$ cat config.mk
export PLATFORM = sky130hd
export DESIGN_NAME = user_wb_mailbox
export DESIGN_NICKNAME = d
export VERILOG_FILES = /design/src/rtl/user_wb_mailbox_pkg.sv /design/src/rtl/mbox_fifo.sv /design/src/rtl/user_wb_mailbox.sv
export SDC_FILE = /design/constraint.sdc
export NUM_CORES = 1
export LEC_CHECK = 0
export BUFFER_PORTS_ARGS = -buffer_cell sky130_fd_sc_hd__buf_2
export CAP_MARGIN = 10
export CORE_ASPECT_RATIO = 0.8
export CORE_MARGIN = 1
export CORE_UTILIZATION = 61
export DETAILED_ROUTE_END_ITERATION = 7
export HOLD_SLACK_MARGIN = 0.03
export MAX_ROUTING_LAYER = met4
export PLACE_DENSITY = 0.81
export SYNTH_ARGS = -nofsm -noshare
export SYNTH_HDL_FRONTEND = slang
export SYNTH_HIERARCHICAL = 1
export SYNTH_SLANG_ARGS = --single-unit
export TNS_END_PERCENT = 10
$ cat constraint.sdc
create_clock -name core_clk -period 13.2 [get_ports core_clk]
set_clock_uncertainty 0.1 [all_clocks]
set_input_delay 3.3 -clock core_clk [delete_from_list [all_inputs] [get_ports core_clk]]
set_output_delay 3.3 -clock core_clk [all_outputs]
set_load 0.005 [all_outputs]
$ cat src/rtl/user_wb_mailbox_pkg.sv
// Shared constants for the Wishbone mailbox: register offsets, CTRL/STATUS bit
// positions and the register-select decode used by the top level.
package user_wb_mailbox_pkg;

  localparam int DATA_W = 32;

  localparam logic [7:0] OFF_CTRL    = 8'h00;
  localparam logic [7:0] OFF_STATUS  = 8'h04;
  localparam logic [7:0] OFF_TXDATA  = 8'h08;
  localparam logic [7:0] OFF_RXDATA  = 8'h0C;
  localparam logic [7:0] OFF_SCRATCH = 8'h10;

  localparam int CTRL_RX_IRQ_EN = 0;
  localparam int CTRL_TX_IRQ_EN = 1;
  localparam int CTRL_TX_FLUSH  = 2;
  localparam int CTRL_RX_FLUSH  = 3;

  localparam int ST_RX_EMPTY = 0;
  localparam int ST_RX_FULL  = 1;
  localparam int ST_TX_EMPTY = 2;
  localparam int ST_TX_FULL  = 3;
  localparam int ST_TX_OVF   = 4;
  localparam int ST_RX_UNF   = 5;
  localparam int ST_RX_COUNT = 8;
  localparam int ST_TX_COUNT = 16;
  localparam int ST_COUNT_W  = 5;

  typedef enum logic [2:0] {
    REG_CTRL,
    REG_STATUS,
    REG_TXDATA,
    REG_RXDATA,
    REG_SCRATCH,
    REG_NONE
  } reg_sel_e;

  function automatic reg_sel_e decode_offset(input logic [7:0] offset);
    case (offset)
      OFF_CTRL:    return REG_CTRL;
      OFF_STATUS:  return REG_STATUS;
      OFF_TXDATA:  return REG_TXDATA;
      OFF_RXDATA:  return REG_RXDATA;
      OFF_SCRATCH: return REG_SCRATCH;
      default:     return REG_NONE;
    endcase
  endfunction

endpackage

$ cat src/rtl/mbox_fifo.sv
// Synchronous word FIFO with flush; full/empty are judged on current state, so a
// push into a full FIFO or a pop from an empty one is refused regardless of the other side.
module mbox_fifo #(
  parameter int DEPTH = 8,
  parameter int WIDTH = 32
) (
  input  logic                   clk,
  input  logic                   rst_n,
  input  logic                   push,
  input  logic                   pop,
  input  logic                   flush,
  input  logic [WIDTH-1:0]       din,
  output logic                   full,
  output logic                   empty,
  output logic [$clog2(DEPTH):0] count,
  output logic [WIDTH-1:0]       head
);

  localparam int AW = $clog2(DEPTH);

  logic [WIDTH-1:0] mem [DEPTH];
  logic [AW-1:0]    wr_ptr;
  logic [AW-1:0]    rd_ptr;
  logic             do_push;
  logic             do_pop;

  assign full    = (count == (AW+1)'(DEPTH));
  assign empty   = (count == '0);
  assign do_push = push && !full;
  assign do_pop  = pop && !empty;
  // Empty head reads as zero so the user side never sees stale or unreset storage.
  assign head    = empty ? '0 : mem[rd_ptr];

  // NOTE: sequential state uses non-blocking assignments so every flop samples pre-edge values.
  always_ff @(posedge clk or negedge rst_n) begin
    if (!rst_n) begin
      wr_ptr <= '0;
      rd_ptr <= '0;
      count  <= '0;
    end else if (flush) begin
      wr_ptr <= '0;
      rd_ptr <= '0;
      count  <= '0;
    end else begin
      if (do_push) wr_ptr <= wr_ptr + AW'(1);
      if (do_pop)  rd_ptr <= rd_ptr + AW'(1);
      case ({do_push, do_pop})
        2'b10:   count <= count + (AW+1)'(1);
        2'b01:   count <= count - (AW+1)'(1);
        default: count <= count;
      endcase
    end
  end

  // NOTE: storage has no reset; the pointers and count alone define which entries are valid.
  always_ff @(posedge clk) begin
    if (do_push && !flush) mem[wr_ptr] <= din;
  end

endmodule

$ cat src/rtl/user_wb_mailbox.sv
// Wishbone classic responder exposing a TX/RX word mailbox, CTRL/STATUS/SCRATCH
// registers and a registered level interrupt for the management core.
module user_wb_mailbox
  import user_wb_mailbox_pkg::*;
#(
  parameter logic [31:0] BASE_ADDR  = 32'h3000_0000,
  parameter int          FIFO_DEPTH = 8
) (
  input  logic              core_clk,
  input  logic              core_rstn,
  input  logic              wb_cyc_i,
  input  logic              wb_stb_i,
  input  logic              wb_we_i,
  input  logic [3:0]        wb_sel_i,
  input  logic [31:0]       wb_adr_i,
  input  logic [DATA_W-1:0] wb_dat_i,
  output logic              wb_ack_o,
  output logic [DATA_W-1:0] wb_dat_o,
  output logic              tx_valid,
  output logic [DATA_W-1:0] tx_data,
  input  logic              tx_ready,
  input  logic              rx_valid,
  input  logic [DATA_W-1:0] rx_data,
  output logic              rx_ready,
  output logic              irq_o
);

  localparam int CW = $clog2(FIFO_DEPTH) + 1;

  reg_sel_e          reg_sel;
  logic              hit;
  logic              rd_hit;
  logic              wr_hit;
  logic              tx_push;
  logic              rx_pop;
  logic              ctrl_wr;
  logic              status_wr;
  logic              scratch_wr;

  logic              rx_irq_en;
  logic              tx_irq_en;
  logic              tx_flush_q;
  logic              rx_flush_q;
  logic              tx_overflow;
  logic              rx_underflow;
  logic [DATA_W-1:0] scratch;
  logic [DATA_W-1:0] status;
  logic [DATA_W-1:0] rd_data;

  logic              tx_full;
  logic              tx_empty;
  logic [CW-1:0]     tx_count;
  logic              rx_full;
  logic              rx_empty;
  logic [CW-1:0]     rx_count;
  logic [DATA_W-1:0] rx_head;

  // Masking with the registered ack makes every access take exactly one side effect.
  assign hit        = wb_cyc_i && wb_stb_i && (wb_adr_i[31:8] == BASE_ADDR[31:8]) && !wb_ack_o;
  assign reg_sel    = decode_offset(wb_adr_i[7:0]);
  assign rd_hit     = hit && !wb_we_i;
  assign wr_hit     = hit && wb_we_i;
  assign tx_push    = wr_hit && (reg_sel == REG_TXDATA);
  assign rx_pop     = rd_hit && (reg_sel == REG_RXDATA);
  assign ctrl_wr    = wr_hit && (reg_sel == REG_CTRL) && wb_sel_i[0];
  assign status_wr  = wr_hit && (reg_sel == REG_STATUS) && wb_sel_i[0];
  assign scratch_wr = wr_hit && (reg_sel == REG_SCRATCH);

  mbox_fifo #(.DEPTH(FIFO_DEPTH), .WIDTH(DATA_W)) u_tx_fifo (
    .clk   (core_clk),
    .rst_n (core_rstn),
    .push  (tx_push),
    .pop   (tx_ready),
    .flush (tx_flush_q),
    .din   (wb_dat_i),
    .full  (tx_full),
    .empty (tx_empty),
    .count (tx_count),
    .head  (tx_data)
  );

  mbox_fifo #(.DEPTH(FIFO_DEPTH), .WIDTH(DATA_W)) u_rx_fifo (
    .clk   (core_clk),
    .rst_n (core_rstn),
    .push  (rx_valid),
    .pop   (rx_pop),
    .flush (rx_flush_q),
    .din   (rx_data),
    .full  (rx_full),
    .empty (rx_empty),
    .count (rx_count),
    .head  (rx_head)
  );

  assign tx_valid = !tx_empty;
  assign rx_ready = !rx_full;

  // NOTE: every combinational output gets a default first so no path can infer a latch.
  always_comb begin
    status                                = '0;
    status[ST_RX_EMPTY]                   = rx_empty;
    status[ST_RX_FULL]                    = rx_full;
    status[ST_TX_EMPTY]                   = tx_empty;
    status[ST_TX_FULL]                    = tx_full;
    status[ST_TX_OVF]                     = tx_overflow;
    status[ST_RX_UNF]                     = rx_underflow;
    status[ST_RX_COUNT +: ST_COUNT_W]     = ST_COUNT_W'(rx_count);
    status[ST_TX_COUNT +: ST_COUNT_W]     = ST_COUNT_W'(tx_count);
  end

  always_comb begin
    rd_data = '0;
    case (reg_sel)
      REG_CTRL: begin
        rd_data[CTRL_RX_IRQ_EN] = rx_irq_en;
        rd_data[CTRL_TX_IRQ_EN] = tx_irq_en;
      end
      REG_STATUS:  rd_data = status;
      REG_RXDATA:  rd_data = rx_head;
      REG_SCRATCH: rd_data = scratch;
      default:     rd_data = '0;
    endcase
  end

  always_ff @(posedge core_clk or negedge core_rstn) begin
    if (!core_rstn) begin
      wb_ack_o <= 1'b0;
      wb_dat_o <= '0;
    end else begin
      wb_ack_o <= hit;
      wb_dat_o <= rd_hit ? rd_data : '0;
    end
  end

  always_ff @(posedge core_clk or negedge core_rstn) begin
    if (!core_rstn) begin
      rx_irq_en    <= 1'b0;
      tx_irq_en    <= 1'b0;
      tx_flush_q   <= 1'b0;
      rx_flush_q   <= 1'b0;
      tx_overflow  <= 1'b0;
      rx_underflow <= 1'b0;
      scratch      <= '0;
      irq_o        <= 1'b0;
    end else begin
      // Flush requests are one-cycle pulses; they never read back as set.
      tx_flush_q <= ctrl_wr && wb_dat_i[CTRL_TX_FLUSH];
      rx_flush_q <= ctrl_wr && wb_dat_i[CTRL_RX_FLUSH];
      if (ctrl_wr) begin
        rx_irq_en <= wb_dat_i[CTRL_RX_IRQ_EN];
        tx_irq_en <= wb_dat_i[CTRL_TX_IRQ_EN];
      end

      if (tx_push && tx_full)                         tx_overflow <= 1'b1;
      else if (status_wr && wb_dat_i[ST_TX_OVF])      tx_overflow <= 1'b0;

      if (rx_pop && rx_empty)                         rx_underflow <= 1'b1;
      else if (status_wr && wb_dat_i[ST_RX_UNF])      rx_underflow <= 1'b0;

      for (int b = 0; b < 4; b++) begin
        if (scratch_wr && wb_sel_i[b]) scratch[8*b +: 8] <= wb_dat_i[8*b +: 8];
      end

      irq_o <= (rx_irq_en && !rx_empty) || (tx_irq_en && tx_empty) ||
               tx_overflow || rx_underflow;
    end
  end

endmodule

==> impl_metrics.ini <==
[layout]
finalInstanceArea_um2 = 27300
synthToLayoutAreaGrowth_pct = 14.2
drive_gt1_share_pct = 33.0
nNetsFinal = 1535
nFillCells = 2264

[cts]
cts_resized = 0
clock_path_buffers = 3
htree_levels = 2
clockRootBuffer = clkbuf_16
ctsHoldBuffers = 0
clkTransAtPathRegs_ps = 70
post_cts_buffers = 0
cts_tree = built
insertion_delay_ps = 600
cts_inserted_buffers = 55
cts.sinks = 604

[logic_synthesis]
ys_types = 52
synthCells = 1234
synthFlopType = edfxtp_1
yosysSeqAreaShare_pct = 74.0
async_reset_ff_share_pct = 15.2
syn_avg_cell_area_um2 = 19.4
syn_nets = 1349
synth-seq-cells = 604
synth_area_um2 = 23900
yosysWarnings = 6
synth_edf_count = 512

[grt]
grt_max_degree = 67
grt_pass1_vias = 12600
gr-total-overflow = 0
antenna_found_initial = 8
grt_usage_pct = 26.8
grt_first_pass_wirelength_um = 76000

[floorplan]
fp.dieH_um = 179
core_area_um2 = 38400
pin_count = 175
die-area_um2 = 40000
die_x_um = 223
initial_core_util_pct = 62.2
row_count = 64

[timing]
slew_viol_final = 0
setup_viol = 0
maxClockFrequency_mhz = 151
fin_crit_ps = 6640
hold_violations = 0
tightest_slew_ps = 1180
slew_headroom_pct = 21.0
post-route-period-util_pct = 50.3
rsz0062_at_grt = no
setup_tns_ps = 0

[critical_path]
path_cells = buf_4, mux4_2, mux2i_1, nor2_1, buf_2
crit_buf_inv = 2
startpoint_type = flip-flop
path_max_fanout = 43
critPathMaxStageDelay_ps = 770
reg2reg_slack_ps = 9400
end_kind = primary output
arrival_ps = 3240
cp_data_required_time_ps = 9800
slowest_stage = buf_4
critPathKind = flip-flop to primary output
crit_family = multiplexers

[power]
power_density_nw_per_um2 = 177
power_switching_share_pct = 26.5
seqPwrFrac_pct = 48.7
p_int_mw = 3.54
pwr-share-comb_pct = 17.8
p_sw_mw = 1.28
power.leakage_nw = 9.49
vdd_ir_drop_max_mv = 0.123
clockPowerShare_pct = 33.5

[placed_design]
postPlaceCellArea_um2 = 25400
port_buffers = 174
gp_congestion = 0.867
place_hpwl_um = 31000

[min_path]
min_path_type = flip-flop to flip-flop

[drt]
via_per_inst = 6.31
drt_pass1_iterations = 5
ant_nets = 0
wl_um = 51000
wl_per_cell_um = 25.9
dr_total_vias = 12400
drt_iter0_drc = 1253
drc = 0

[status]
status = finished, final reports clean

[job]
drv_cap = 0
-- power groups by stage --
stage,registers (mW),clock network (mW),logic [mW]
floorplan,2.30,0,0.620
global placement,2.37,0,0.842
detailed placement,2.39,0,0.863
CTS,2.35,1.64,0.866
global route,2.36,1.71,0.929
finish,2.35,1.62,0.856
-- cells by family (layout without fill, tap and decap cells) --
group           count (synthesis)  count (layout)  synth area share, %
other cells                     0               7                    0
simple gates                  220             220                 4.66
buf+inv                        79             312                 1.45
compound gates                 77              77                 2.38
fa+ha+maj                       8               8                0.419
mux                           234             234                 16.7
xor+xnor                       12              12                0.440
flops                         604             604                 74.0
-- layout make-up --
class                   count  area, um^2  share of cell area (%)
flip-flops and latches    604       17700                    64.8
multi-input cells         551        6020                    22.1
clock buffers              78        1630                    5.97
repair buffers            195        1030                    3.78
well taps                 495         619                    2.27
clock inverters            26         236                   0.867
inverters                  13        48.8                   0.179
diodes                      7        17.5                  0.0642
-- cells in the mapped netlist (6+ instances only) --
cell,count,area share (%)
nor2_1,123,1.9
buf_2,13,0.27
nor3_1,10,0.21
nand3_1,7,0.15
mux2_2,33,1.6
dfrtp_1,92,9.6
nor4_1,10,0.26
edfxtp_1,512,64
o21ai_0,6,0.13
inv_1,13,0.20
a21oi_1,15,0.31
or4_1,10,0.31
ha_1,8,0.42
clkbuf_1,38,0.60
nand2_1,23,0.36
mux2i_1,72,3.0
nand2b_1,10,0.26
a22oi_1,29,0.91
buf_1,10,0.16
mux4_2,128,12
xor2_1,8,0.29
-- worst paths after layout --
| path | from | cells past startpoint | to |
|---|---|---|---|
| worst max-delay path | u_tx_fifo/rd_ptr[0] | 5 | tx_data[24] |
| worst min-delay path | scratch[17] | 1 | scratch[17] |
| worst max register to register | wb_ack_o | 11 | u_rx_fifo/count[3] |
| worst min register to register | scratch[17] | 1 | scratch[17] |
| max in group asynchronous | core_rstn | 2 | wb_dat_o[16] |
| min in group asynchronous | core_rstn | 1 | irq_o |
-- per-stage QoR --
| stage | setup slack [ps] | utilization [%] | hold slack, ps | power [mW] | cells |
|---|---|---|---|---|---|
| finish | 6560 | 71.0 | 395 | 4.82 | 1969 |
| global route | 6370 | 71.0 | 409 | 5.00 | 1969 |
| CTS | 6490 | 71.0 | 395 | 4.85 | 1962 |
| detailed placement | 6230 | 66.1 | 378 | 3.25 | 1858 |
| global placement | 6310 | 66.1 | 376 | 3.21 | 1858 |
| floorplan | 5260 | - | 359 | 2.92 | 1234 |
-- state kept, by name, indices dropped and copies added (netlist names) --
signal / cells
wb_ack_o: 1
rx_underflow: 1
u_tx_fifo/wr_ptr: 3
scratch: 32
u_tx_fifo/mem: 256
u_rx_fifo/rd_ptr: 3
u_rx_fifo/count: 4
irq_o: 1
u_rx_fifo/mem: 256
u_rx_fifo/wr_ptr: 3
u_tx_fifo/count: 4
u_tx_fifo/rd_ptr: 3
tx_irq_en: 1
rx_flush_q: 1
wb_dat_o: 32
tx_overflow: 1
rx_irq_en: 1
tx_flush_q: 1
-- metal layers --
layer | routed length, um | up-vias | share of wire, % | global-route usage (%)
met1 | 19900 | 6434 | 39 | 35.3
met4 | 1680 | 0 | 3.3 | 10.3
met2 | 25700 | 542 | 50 | 43.0
met5 | 0 | - | 0 | -
met3 | 3720 | 107 | 7.3 | 4.36
li1 | - | 5348 | - | -
-- layout by cell type (no fill, tap or decap), drive strengths merged, types with 4 or more instances in the layout --
cell type	instances
clkinv	14
nor3	10
ha	8
mux2	34
o21ai	6
nand2b	10
a22oi	29
inv	21
or4	11
clkbuf	78
mux2i	72
xor2	8
nand2	23
buf	195
nand3	7
dfrtp	92
edfxtp	512
mux4	128
diode	7
xnor2	4
nor2	123
nor4	15
a21oi	15
a211oi	5
(Power assumes the default switching activity.)
